===== config.mk =====
export PLATFORM = sky130hd
export DESIGN_NAME = mem_stage
export DESIGN_NICKNAME = d
export VERILOG_FILES = /design/src/rtl/mem_stage.sv
export SDC_FILE = /design/constraint.sdc
export NUM_CORES = 1
export LEC_CHECK = 0
export ABC_CLOCK_PERIOD_IN_PS = 3400
export CAP_MARGIN = 20
export CORE_MARGIN = 2
export CORE_UTILIZATION = 36
export DETAILED_ROUTE_END_ITERATION = 8
export PLACE_DENSITY = 0.89
export SYNTH_ARGS = -nofsm -noshare
export SYNTH_HDL_FRONTEND = slang
export SYNTH_SLANG_ARGS = --single-unit

===== constraint.sdc =====
create_clock -name clk -period 3.4 [get_ports clk]
set_input_delay 0.68 -clock clk [delete_from_list [all_inputs] [get_ports clk]]
set_output_delay 0.68 -clock clk [all_outputs]
set_load 0.005 [all_outputs]

===== src/rtl/mem_stage.sv =====
// MEM stage: data-memory access over a req/ready bus with upstream stall and MEM/WB register.
// Bus faults (misaligned, read+write, timeout) become a bubble plus a sticky first-fault report.
module mem_stage #(
    parameter int MAX_WAIT = 16
) (
    input  logic        clk,
    input  logic        rst,
    input  logic [31:0] ALUResult_in,
    input  logic [31:0] DMemin_in,
    input  logic [4:0]  RegWtaddr_in,
    input  logic        DMemRead_in,
    input  logic        DMemWrite_in,
    input  logic        DMemtoReg_in,
    input  logic        RegWrite_in,
    output logic        mem_req,
    output logic        mem_we,
    output logic [31:0] mem_addr,
    output logic [31:0] mem_wdata,
    input  logic [31:0] mem_rdata,
    input  logic        mem_ready,
    output logic        Stall,
    input  logic        FaultClr,
    output logic [31:0] ALUResult_out,
    output logic [31:0] MemData_out,
    output logic [4:0]  RegWtaddr_out,
    output logic        DMemtoReg_out,
    output logic        RegWrite_out,
    output logic        Fault,
    output logic [1:0]  FaultCause,
    output logic [31:0] FaultAddr
);
    localparam int CW = $clog2(MAX_WAIT) + 1;
    localparam logic [CW-1:0] CNT_MAX = CW'(MAX_WAIT);

    typedef enum logic {IDLE, BUSY} state_t;

    state_t        state, state_nxt;
    logic [CW-1:0] cnt, cnt_nxt;
    logic          access, misaligned, rdwr, illegal, legal;
    logic          timeout_now, fault_ev;
    logic [1:0]    cause;

    assign access      = DMemRead_in | DMemWrite_in;
    assign rdwr        = DMemRead_in & DMemWrite_in;
    assign misaligned  = access & (ALUResult_in[1:0] != 2'b00);
    assign illegal     = rdwr | misaligned;
    assign legal       = access & ~illegal;
    // A ready arriving in the last allowed wait cycle wins over the timeout.
    assign timeout_now = (state == BUSY) & (cnt == CNT_MAX) & ~mem_ready;
    assign fault_ev    = illegal | timeout_now;
    assign cause       = rdwr ? 2'b10 : (misaligned ? 2'b01 : 2'b11);

    assign mem_req   = legal & ~rst;
    assign mem_we    = DMemWrite_in & mem_req;
    assign mem_addr  = ALUResult_in;
    assign mem_wdata = DMemin_in;
    assign Stall     = legal & ~mem_ready & ~timeout_now & ~rst;

    always_comb begin
        state_nxt = state;
        cnt_nxt   = cnt;
        case (state)
            IDLE: begin
                if (legal && !mem_ready) begin
                    state_nxt = BUSY;
                    cnt_nxt   = CW'(1);
                end
            end
            BUSY: begin
                if (mem_ready || timeout_now || !legal) begin
                    state_nxt = IDLE;
                    cnt_nxt   = '0;
                end else begin
                    cnt_nxt = cnt + CW'(1);
                end
            end
            default: begin
                state_nxt = IDLE;
                cnt_nxt   = '0;
            end
        endcase
    end

    always_ff @(posedge clk or posedge rst) begin
        if (rst) begin
            state <= IDLE;
            cnt   <= '0;
        end else begin
            state <= state_nxt;
            cnt   <= cnt_nxt;
        end
    end

    // Stalled or faulting cycles insert a bubble; data fields keep their last value.
    always_ff @(posedge clk or posedge rst) begin
        if (rst) begin
            ALUResult_out <= '0;
            MemData_out   <= '0;
            RegWtaddr_out <= '0;
            DMemtoReg_out <= 1'b0;
            RegWrite_out  <= 1'b0;
        end else if (Stall || fault_ev) begin
            DMemtoReg_out <= 1'b0;
            RegWrite_out  <= 1'b0;
        end else begin
            ALUResult_out <= ALUResult_in;
            MemData_out   <= DMemRead_in ? mem_rdata : 32'h0;
            RegWtaddr_out <= RegWtaddr_in;
            DMemtoReg_out <= DMemtoReg_in;
            RegWrite_out  <= RegWrite_in;
        end
    end

    always_ff @(posedge clk or posedge rst) begin
        if (rst) begin
            Fault      <= 1'b0;
            FaultCause <= 2'b00;
            FaultAddr  <= '0;
        end else if (fault_ev && (!Fault || FaultClr)) begin
            Fault      <= 1'b1;
            FaultCause <= cause;
            FaultAddr  <= ALUResult_in;
        end else if (FaultClr) begin
            Fault <= 1'b0;
        end
    end
endmodule

==> reports/results.tsv, run 1 <==
stage	metric	value	unit
outcome	status	complete, no violations	
sta	fin_hold_ws	0.5121	ns
finish	drive_gt1_frac	0.1793	
die	die_h	126.0	um
die	die_w	126.0	um
yosys	synth.avg_cell_area	12.94	um2
sta	tightest_slew	0.8376	ns
sta	min_period	3.121	ns
clock_network	cts_tree	done	
worst_setup_path	path_class	primary input to output port	
finish	nets	686	
clock_network	postCtsSetupBuffers	0	
worst_setup_path	critical_path_arrival	2.44	ns
clock_network	ctsLongestPathBuffers	2	
yosys	synth.most_common_cell	dfrtp_1	
yosys	async_flop_share	1.000	
worst_setup_path	crit_slowest_cell	clkdlybuf4s50_1	
yosys	synthCells	414	
detailed_routing	routedWlPerCell	15.61	um
die	rows	44	
finish	n_antenna_cell	0	
worst_setup_path	regToRegStartpoint	cnt[0]$_DFFE_PP0P_	
global_routing	grt_pass1_vias	3748	
detailed_routing	vias_per_cell	4.614	
global_routing	grt_overflow	0	
detailed_routing	ant_nets	0	
finish	stdcell_area	7605	um2
placed_design	place_congestion	0.7674	
sta	finalCritPeriodShare	0.9180	
yosys	synth-main-ff-cell	dfrtp_1	
die	dieArea	15870	um2
pwr	max-vdd-ir-drop	0.2080	mV
hold_path	hold_path.class	flip-flop to flip-flop	
sta	clock.fmax	0.3204	GHz
sta	setup_viol	0	
clock_network	htreeDepth	3	
placed_design	post-place-ws	0.2728	ns
yosys	synthTopCellsByArea	dfrtp_1 52%, mux2_4 18%, buf_4 9.5%	
worst_setup_path	worstPathMaxFanout	5	
worst_setup_path	reg2reg_depth	7	
die	pin_count	282	
sta	skew	0.006480	ns
detailed_routing	dr.first_iter.drc_count	84	
worst_setup_path	worstPathCellList	clkdlybuf4s50_1, xnor2_1, or3_1, nor3_1, clkdlybuf4s50_1	
sta	drv_slew	0	
die	core_area	14530	um2
clock_network	path_clk_slew	0.07	ns
worst_setup_path	crit_path_start_kind	primary input	
detailed_routing	vias	3525	
worst_setup_path	crit_start	DMemRead_in	
clock_network	numCtsBuffers	9	
clock_network	hold_buffers	0	
yosys	yosys_warnings	0	
global_routing	grt_max_degree	69	
global_routing	grt_pass1_wl	19.42	mm
yosys	synth_area	5358	um2
global_routing	antenna_found_initial	0	
yosys	yosys_register_bits	112	
detailed_routing	drc	0	
yosys	synth_top_cell_by_area	dfrtp_1	
clock_network	cts_resized	0	
placed_design	dpl-instance-area	7276	um2
worst_setup_path	r2r_slack	1.20	ns
worst_setup_path	crit_path_frequent_cell	clkdlybuf4s50_1	
yosys	synth_nets	525	
worst_setup_path	endpoint_kind	output port	
clock_network	clkLatencyLatePin	0.35	ns
flow_run	maxCapViolCount	0	
sta	rsz0062_at_grt	false	
clock_network	root_buffer	clkbuf_16	
yosys	yosysSeqAreaShare	0.5231	
worst_setup_path	required	2.72	ns
placed_design	dp_hpwl	9.038	mm
sta	hold_viol	0	
worst_setup_path	crit_path_max_incr_delay	0.59	ns
worst_setup_path	worstReg2RegEnd	ALUResult_out[30]$_DFFE_PP0N_	
pwr	p_leak	3.547	nW
detailed_routing	wl	11.93	mm
worst_setup_path	critPathCapture	Stall	
finish	syn_to_final_growth	41.94	%
placed_design	portBuffers	217	
die	start_util	0.3686	
detailed_routing	drtPass1Iterations	5	
sta	maxSlewHeadroom	0.4416	
yosys	ys_types	33	
yosys	synth_common_cells	112 x dfrtp_1, 68 x buf_4, 66 x mux2_4	
clock_network	clock-sinks	112	
yosys	synth_top_cell_area_share	0.5231	
yosys	synth_edf_count	0	
pwr	powerDensity	514.9	nW/um2
pwr	p_total	3.916	mW
sta	setup_ws	0.2787	ns
sta	setup_tns	0	ns
global_routing	grt_usage	0.1512	
==> worst max-delay path, delay by kind of cell <==
family | cells | cell delay, ns
and+or+nand+nor | 2 | 0.50
buffers and inverters | 2 | 1.12
xor gates and xnor gates | 1 | 0.15
==> worst min-delay path by stage <==
stage                             startpoint  depth (start not counted)                       endpoint
3_5_place_dp       FaultAddr[28]$_DFFE_PP0P_                          1      FaultAddr[28]$_DFFE_PP0P_
4_1_cts            FaultAddr[30]$_DFFE_PP0P_                          1      FaultAddr[30]$_DFFE_PP0P_
5_1_grt            FaultAddr[17]$_DFFE_PP0P_                          1      FaultAddr[17]$_DFFE_PP0P_
2_1_floorplan      FaultCause[0]$_DFFE_PP0P_                          1      FaultCause[0]$_DFFE_PP0P_
3_3_place_gp       FaultCause[0]$_DFFE_PP0P_                          1      FaultCause[0]$_DFFE_PP0P_
6_report       ALUResult_out[16]$_DFFE_PP0N_                          1  ALUResult_out[16]$_DFFE_PP0N_
==> power breakdown <==
part | leakage [nW] | switching (mW) | internal, mW
registers | 1.36 | 0.133 | 1.55
clock network | 0.161 | 0.484 | 0.673
logic | 2.03 | 0.334 | 0.743
total | 3.55 | 0.951 | 2.96
==> cell usage in the layout, fill, tap and decap left out, types with 2 or more instances in the layout <==
cell	count
xnor2_1	2
inv_6	2
nor2_1	7
ha_1	2
nand3_1	4
dfrtp_1	112
or2_1	2
mux2_2	4
mux2_4	66
clkbuf_16	9
a21oi_1	3
mux2i_1	32
nand2_1	37
nor2b_1	4
nor3_1	3
clkdlybuf4s50_1	217
o2bb2ai_1	4
inv_1	36
bufinv_16	2
buf_4	12
==> layout make-up <==
class / count / area, um2
inverter: 37 / 142.6
clock buffer: 11 / 242.7
timing repair buffer: 230 / 2282
sequential: 112 / 2803
fill: 1206 / 6929
multi-input combinational: 185 / 1818
clock inverter: 5 / 86.33
tap: 184 / 230.2
==> per-stage QoR <==
| stage | utilization | instances |
|---|---|---|
| final | 0.5232 | 764 |
| after global routing | 0.5232 | 764 |
| after CTS | 0.5232 | 764 |
| after detailed placement | 0.5006 | 748 |
| after global placement | 0.5006 | 748 |
| after floorplan | - | 414 |
==> state kept, by name (all words and copies together), names as in the netlist <==
signal / cells
FaultCause: 2
FaultAddr: 32
ALUResult_out: 32
Fault: 1
MemData_out: 32
state: 1
cnt: 5
DMemtoReg_out: 1
RegWtaddr_out: 5
RegWrite_out: 1
==> kinds of logic after synthesis <==
kind of cell | count (synthesis) | synth area share
buffers and inverters | 117 | 0.1399
flip-flops | 112 | 0.5231
multiplexers | 102 | 0.2532
AND/OR/NAND/NOR | 66 | 0.05628
AO/OA/AOI/OAI | 13 | 0.01962
XOR/XNOR | 2 | 0.003270
adder cells (fa/ha/maj) | 2 | 0.004670
==> routing by layer <==
metal  wire length, um  vias to the layer above  global-route usage  share of wire
li1                  -                     1613                   -              -
met1              4928                     1716              0.1882           0.41
met2              5822                      158              0.2451           0.49
met3               865                       38             0.04163          0.073
met4               312                        0             0.07046          0.026
met5                 0                        -                   0              0
Note: power is estimated with default switching activity, not from simulation.
==> inputs of run 2 (changes only) <==
GPL_TIMING_DRIVEN = 0   (was default)
RECOVER_POWER = 25   (was default)
==> run 2 against run 1 <==
Count of clock-buffer cells in the layout down 1. Clock skew is 0.00061 ns lower. Non-clock buffer count up 100. Register-to-register slack gained 0.24 ns. Die area stayed put. Critical endpoint unchanged. Largest power group unchanged.
==> reports/results.tsv, run 2 (synthesized netlist as in run 1, its figures left out) <==
stage	metric	value	unit
detailed_routing	dr.first_iter.drc_count	78	
finish	n_antenna_cell	0	
hold_path	hold_start	ALUResult_out[30]$_DFFE_PP0N_	
clock_network	numCtsBuffers	9	
worst_setup_path	crit_path_max_incr_delay	0.59	ns
detailed_routing	wl	12.95	mm
finish	syn_to_final_growth	56.63	%
placed_design	place_congestion	0.8021	
finish	fillers	1194	
worst_setup_path	worstPathCellList	dlygate4sd3_1, xnor2_1, or3_4, nor3_1, clkdlybuf4s50_1	
clock_network	path_clk_slew	0.07	ns
hold_path	hold_end	ALUResult_out[30]$_DFFE_PP0N_	
worst_setup_path	r2r_slack	1.44	ns
sta	rsz0062_at_grt	false	
die	dieArea	15870	um2
pwr	p_switching	1.004	mW
finish	multi_input_comb_area	1810	um2
sta	skew	0.005871	ns
global_routing	grt_pass1_vias	3916	
detailed_routing	ant_nets	0	
global_routing	grt_overflow	0	
global_routing	antenna_found_initial	0	
pwr	max-vdd-ir-drop	0.3446	mV
die	die_h	126.0	um
sta	hold_viol	0	
clock_network	clock-sinks	112	
hold_path	hold_path.class	flip-flop to flip-flop	
finish	top_regs	ALUResult_out (32), FaultAddr (32), MemData_out (32)	
sta	maxSlewHeadroom	0.1239	
sta	drv_slew	0	
sta	fin_hold_ws	0.5067	ns
pwr	power.switching_fraction	0.2536	
die	die_w	126.0	um
finish	final_common_cell	clkdlybuf4s50_1	
hold_path	hold_depth	1	
sta	min_period	3.200	ns
placed_design	dp_hpwl	10.01	mm
pwr	p_leak	3.983	nW
detailed_routing	vias_per_cell	4.438	
finish	seqCellArea	2803	um2
pwr	p_seq_frac	0.422	
pwr	combPwrFrac	0.300	
finish	nets	786	
die	start_util	0.3686	
worst_setup_path	crit_start	DMemWrite_in	
finish	layout.cells.most_common_list	244 x clkdlybuf4s50_1, 112 x dfrtp_1, 68 x buf_4, 66 x mux2_4, 37 x nand2_1	
finish	drive_gt1_frac	0.2500	
pwr	p_total	3.958	mW
placed_design	portBuffers	248	
global_routing	grt_usage	0.1647	
sta	setup_tns	0	ns
detailed_routing	drc	0	
pwr	intPower	2.954	mW
clock_network	clkLatencyLatePin	0.35	ns
pwr	power.share.clock	0.278	
worst_setup_path	path_buf_inv	2	
worst_setup_path	cpLargestDelayFamily	buffers and inverters	
worst_setup_path	reg2reg_depth	8	
die	core_area	14530	um2
sta	finalCritPeriodShare	0.9412	
worst_setup_path	endpoint_kind	output port	
clock_network	ctsLongestPathBuffers	2	
detailed_routing	drtPass1Iterations	4	
pwr	powerDensity	471.7	nW/um2
clock_network	cts_tree	done	
detailed_routing	routedWlPerCell	14.99	um
worst_setup_path	regToRegStartpoint	cnt[0]$_DFFE_PP0P_	
worst_setup_path	crit_path_start_kind	primary input	
worst_setup_path	worstPathMaxFanout	5	
detailed_routing	vias	3834	
outcome	status	complete, no violations	
flow_run	maxCapViolCount	0	
clock_network	htreeDepth	3	
sta	tightest_slew	1.307	ns
die	pin_count	282	
worst_setup_path	path_class	primary input to output port	
sta	clock.fmax	0.3125	GHz
worst_setup_path	critical_path_arrival	2.52	ns
worst_setup_path	worstReg2RegEnd	ALUResult_out[4]$_DFFE_PP0N_	
worst_setup_path	crit_slowest_cell	dlygate4sd3_1	
global_routing	grt_max_degree	44	
clock_network	root_buffer	clkbuf_16	
worst_setup_path	required	2.72	ns
die	rows	44	
sta	setup_viol	0	
clock_network	hold_buffers	0	
global_routing	grt_pass1_wl	20.80	mm
==> run 2: how the worst max path moves through the flow <==
stage / to / slack (ns) / cells after the start
finish: Stall / 0.20 / 5
global placement: Stall / 0.009 / 6
floorplan: Stall / 1.11 / 4
CTS: Stall / 0.02 / 6
global route: Stall / 0.13 / 5
detailed placement: Stall / 0.001 / 6
==> run 2: power by group through the flow <==
stage                     clock network, mW  registers, mW  logic, mW
after floorplan                           0           1.70      0.481
after global placement                    0           1.68       1.18
after detailed placement                  0           1.70       1.21
after CTS                              1.14           1.67       1.21
after global routing                   1.19           1.70       1.27
final                                  1.10           1.67       1.19
==> run 2: routing by layer <==
metal | GRT usage | up-vias | share of wire
li1 | - | 1814 | -
met1 | 0.1988 | 1819 | 0.41
met2 | 0.2780 | 182 | 0.49
met3 | 0.05268 | 19 | 0.079
met4 | 0.05753 | 0 | 0.019
met5 | 0 | - | 0
==> run 2: timing repair <==
action / 4_1_cts / 5_1_grt
cloned: 0 / 0
endpoints found under the setup margin: 1 / 1
gates resized for setup: 1 / 2
buffers inserted: 0 / 0
==> run 2: metrics by stage <==
step / util / setup slack, ns / instances / area, um2
2_1_floorplan: - / 1.112 / 414 / 5361
3_3_place_gp: 0.5555 / 0.008742 / 846 / 8074
3_5_place_dp: 0.5583 / 0.001324 / 848 / 8114
4_1_cts: 0.5791 / 0.01772 / 864 / 8417
5_1_grt: 0.5774 / 0.1262 / 864 / 8392
6_report: 0.5774 / 0.2000 / 864 / 8392
==> run 2: final cells by class <==
cell class	instances	share of cell area
clock inverter	6	0.008946
multi-input combinational	185	0.2157
timing repair buffer	250	0.2972
buffer	80	0.07276
sequential	112	0.3340
clock buffer	10	0.02728
tap	184	0.02743
inverter	37	0.01670
==> run 2: worst reg2reg max path: cells and delay by family, from the launching register on <==
kind | cells | cell delay (ns)
mux | 1 | 0.32
simple gates | 3 | 0.46
buf+inv | 3 | 0.52
flops | 1 | 0.41
fa+ha+maj | 1 | 0.14
==> inputs of run 3 (changes only) <==
ABC_CLOCK_PERIOD_IN_PS = 3200   (was 3400)
CORE_UTILIZATION = 40   (was 36)
PLACE_DENSITY = 0.93   (was 0.89)
clock period = 3.2 ns   (was 3.4 ns; I/O delays follow)
==> run 3 against run 2 <==
Design area is 0.21% higher. Sequential power up 7%. Cell count is 0.93% lower. Sequential cell count did not move. Global-route usage grew 2.3 points. Combinational power up 7%. First-iteration DRC count rose by 110%. Critical path type unchanged. Largest power group unchanged.
==> reports/results.tsv, run 3 (synthesized netlist as in run 1, its figures left out) <==
stage	metric	value	unit
pwr	power.share.clock	0.283	
clock_network	root_buffer	clkbuf_16	
clock_network	clock-sinks	112	
detailed_routing	vias	3904	
finish	drive_gt1_frac	0.2485	
placed_design	dpl-instance-area	8104	um2
placed_design	dp_hpwl	10.50	mm
worst_setup_path	cpLargestDelayFamily	buffers and inverters	
worst_setup_path	crit_start	ALUResult_in[0]	
pwr	power.switching_fraction	0.2467	
global_routing	grt_overflow	0	
worst_setup_path	crit_path_start_kind	primary input	
worst_setup_path	crit_path_max_incr_delay	0.47	ns
worst_setup_path	crit_slowest_cell	clkdlybuf4s50_1	
detailed_routing	dr.max_layer_used	met4	
worst_setup_path	path_class	primary input to output port	
finish	nets	786	
pwr	p_seq_frac	0.418	
pwr	intPower	3.213	mW
sta	maxSlewHeadroom	0.02950	
detailed_routing	route.met2.wl	7.034	mm
detailed_routing	met3_length	868	um
finish	stdcell_area	8409	um2
detailed_routing	drtPass1Iterations	4	
die	rows	42	
finish	fillers	982	
placed_design	portBuffers	248	
finish	syn_to_final_growth	56.96	%
detailed_routing	routedWlPerCell	15.85	um
sta	skew	0.008875	ns
worst_setup_path	endpoint_kind	output port	
finish	top_regs	ALUResult_out (32), FaultAddr (32), MemData_out (32)	
sta	finalCritPeriodShare	0.9405	
finish	layout.cells.most_common_list	245 x clkdlybuf4s50_1, 112 x dfrtp_1, 68 x buf_4, 66 x mux2_4, 37 x nand2_1	
detailed_routing	wl	13.56	mm
worst_setup_path	regToRegStartpoint	cnt[0]$_DFFE_PP0P_	
die	core_area	13140	um2
sta	drv_slew	0	
die	die_h	119.7	um
sta	clock.fmax	0.3323	GHz
die	die_w	119.7	um
outcome	status	complete, no violations	
sta	setup_viol	0	
detailed_routing	ant_nets	0	
clock_network	cts_tree	done	
pwr	max-vdd-ir-drop	0.2280	mV
hold_path	hold_start	ALUResult_out[30]$_DFFE_PP0N_	
sta	setup_ws	0.1903	ns
pwr	p_total	4.265	mW
sta	setup_tns	0	ns
die	start_util	0.4078	
hold_path	hold_path.class	flip-flop to flip-flop	
sta	min_period	3.010	ns
die	dieArea	14340	um2
detailed_routing	drc	0	
finish	final_core_utilization	0.6401	
clock_network	hold_buffers	0	
detailed_routing	wl_met1	5.343	mm
worst_setup_path	required	2.56	ns
placed_design	place_congestion	0.7866	
die	pin_count	282	
pwr	powerDensity	507.1	nW/um2
finish	n_antenna_cell	0	
finish	final_common_cell	clkdlybuf4s50_1	
worst_setup_path	path_buf_inv	3	
sta	hold_viol	0	
pwr	p_switching	1.052	mW
flow_run	maxCapViolCount	0	
detailed_routing	dr.first_iter.drc_count	164	
sta	rsz0062_at_grt	false	
clock_network	path_clk_slew	0.07	ns
detailed_routing	vias_per_cell	4.561	
global_routing	grt_usage	0.1872	
worst_setup_path	worstPathCellList	clkdlybuf4s50_1, or2_1, clkbuf_1, or3_4, nor3_1, dlygate4sd2_1	
worst_setup_path	critical_path_arrival	2.37	ns
worst_setup_path	worstPathMaxFanout	7	
clock_network	numCtsBuffers	9	
global_routing	grt_max_degree	45	
pwr	combPwrFrac	0.299	
global_routing	grt_pass1_wl	21.13	mm
global_routing	grt_pass1_vias	4129	
pwr	p_leak	3.986	nW
sta	tightest_slew	1.448	ns
placed_design	post-place-ws	-0.1107	ns
clock_network	htreeDepth	3	
clock_network	ctsLongestPathBuffers	2	
clock_network	clkLatencyLatePin	0.35	ns
global_routing	antenna_found_initial	0	
-- run 3: worst register-to-register path, stage by stage, from the launching register on --
cell and delay, ns:
dfrtp_1 0.40, inv_1 0.09, ha_1 0.16, and4bb_2 0.29, nand2_2 0.10, nand3_1 0.11, buf_4 0.22, buf_6 0.24
mux2_4 0.33
-- run 3: worst paths after layout --
kind | depth (start not counted) | slack [ns] | endpoint
max in group asynchronous | 3 | 0.48 | ALUResult_out[27]$_DFFE_PP0N_
hold / removal | 1 | 0.50 | ALUResult_out[30]$_DFFE_PP0N_
setup / recovery | 6 | 0.19 | Stall
hold reg to reg | 1 | 0.50 | ALUResult_out[30]$_DFFE_PP0N_
setup reg to reg | 8 | 1.16 | RegWtaddr_out[3]$_DFFE_PP0N_
min in group asynchronous | 2 | 1.19 | MemData_out[31]$_DFFE_PP0N_
-- run 3: routing by layer --
layer | vias up | GRT usage
li1 | 1817 | -
met1 | 1882 | 0.2216
met2 | 181 | 0.3257
met3 | 24 | 0.04515
met4 | 0 | 0.07794
met5 | - | 0
-- run 3: power groups by stage --
stage          Clock [mW]  Sequential, mW  Combinational, mW
6_report             1.21            1.78               1.27
5_1_grt              1.29            1.81               1.35
4_1_cts              1.24            1.78               1.30
3_5_place_dp            0            1.81               1.29
3_3_place_gp            0            1.79               1.25
2_1_floorplan           0            1.81              0.511
-- run 3: area by class of cell --
type	instances	area, um2	share of cell area
Inverter	37	140.1	0.01666
Timing Repair Buffer	250	2505	0.2979
Clock buffer	10	229.0	0.02723
Tap cell	176	220.2	0.02619
Sequential cell	112	2803	0.3333
Buffer	80	609.3	0.07246
Multi-Input combinational cell	185	1810	0.2153
Clock inverter	6	92.59	0.01101
-- run 3: per-stage QoR --
stage	hold WS (ns)	instances
3_3_place_gp	0.4875	838
4_1_cts	0.5104	856
2_1_floorplan	0.4844	414
3_5_place_dp	0.4914	840
5_1_grt	0.5312	856
6_report	0.5033	856
-- run 3: repair_timing --
item                                    CTS  global route
endpoints found under the hold margin     0             0
endpoints found under the setup margin    1             0
buffers inserted                          0             0
gates resized for setup                   3             0
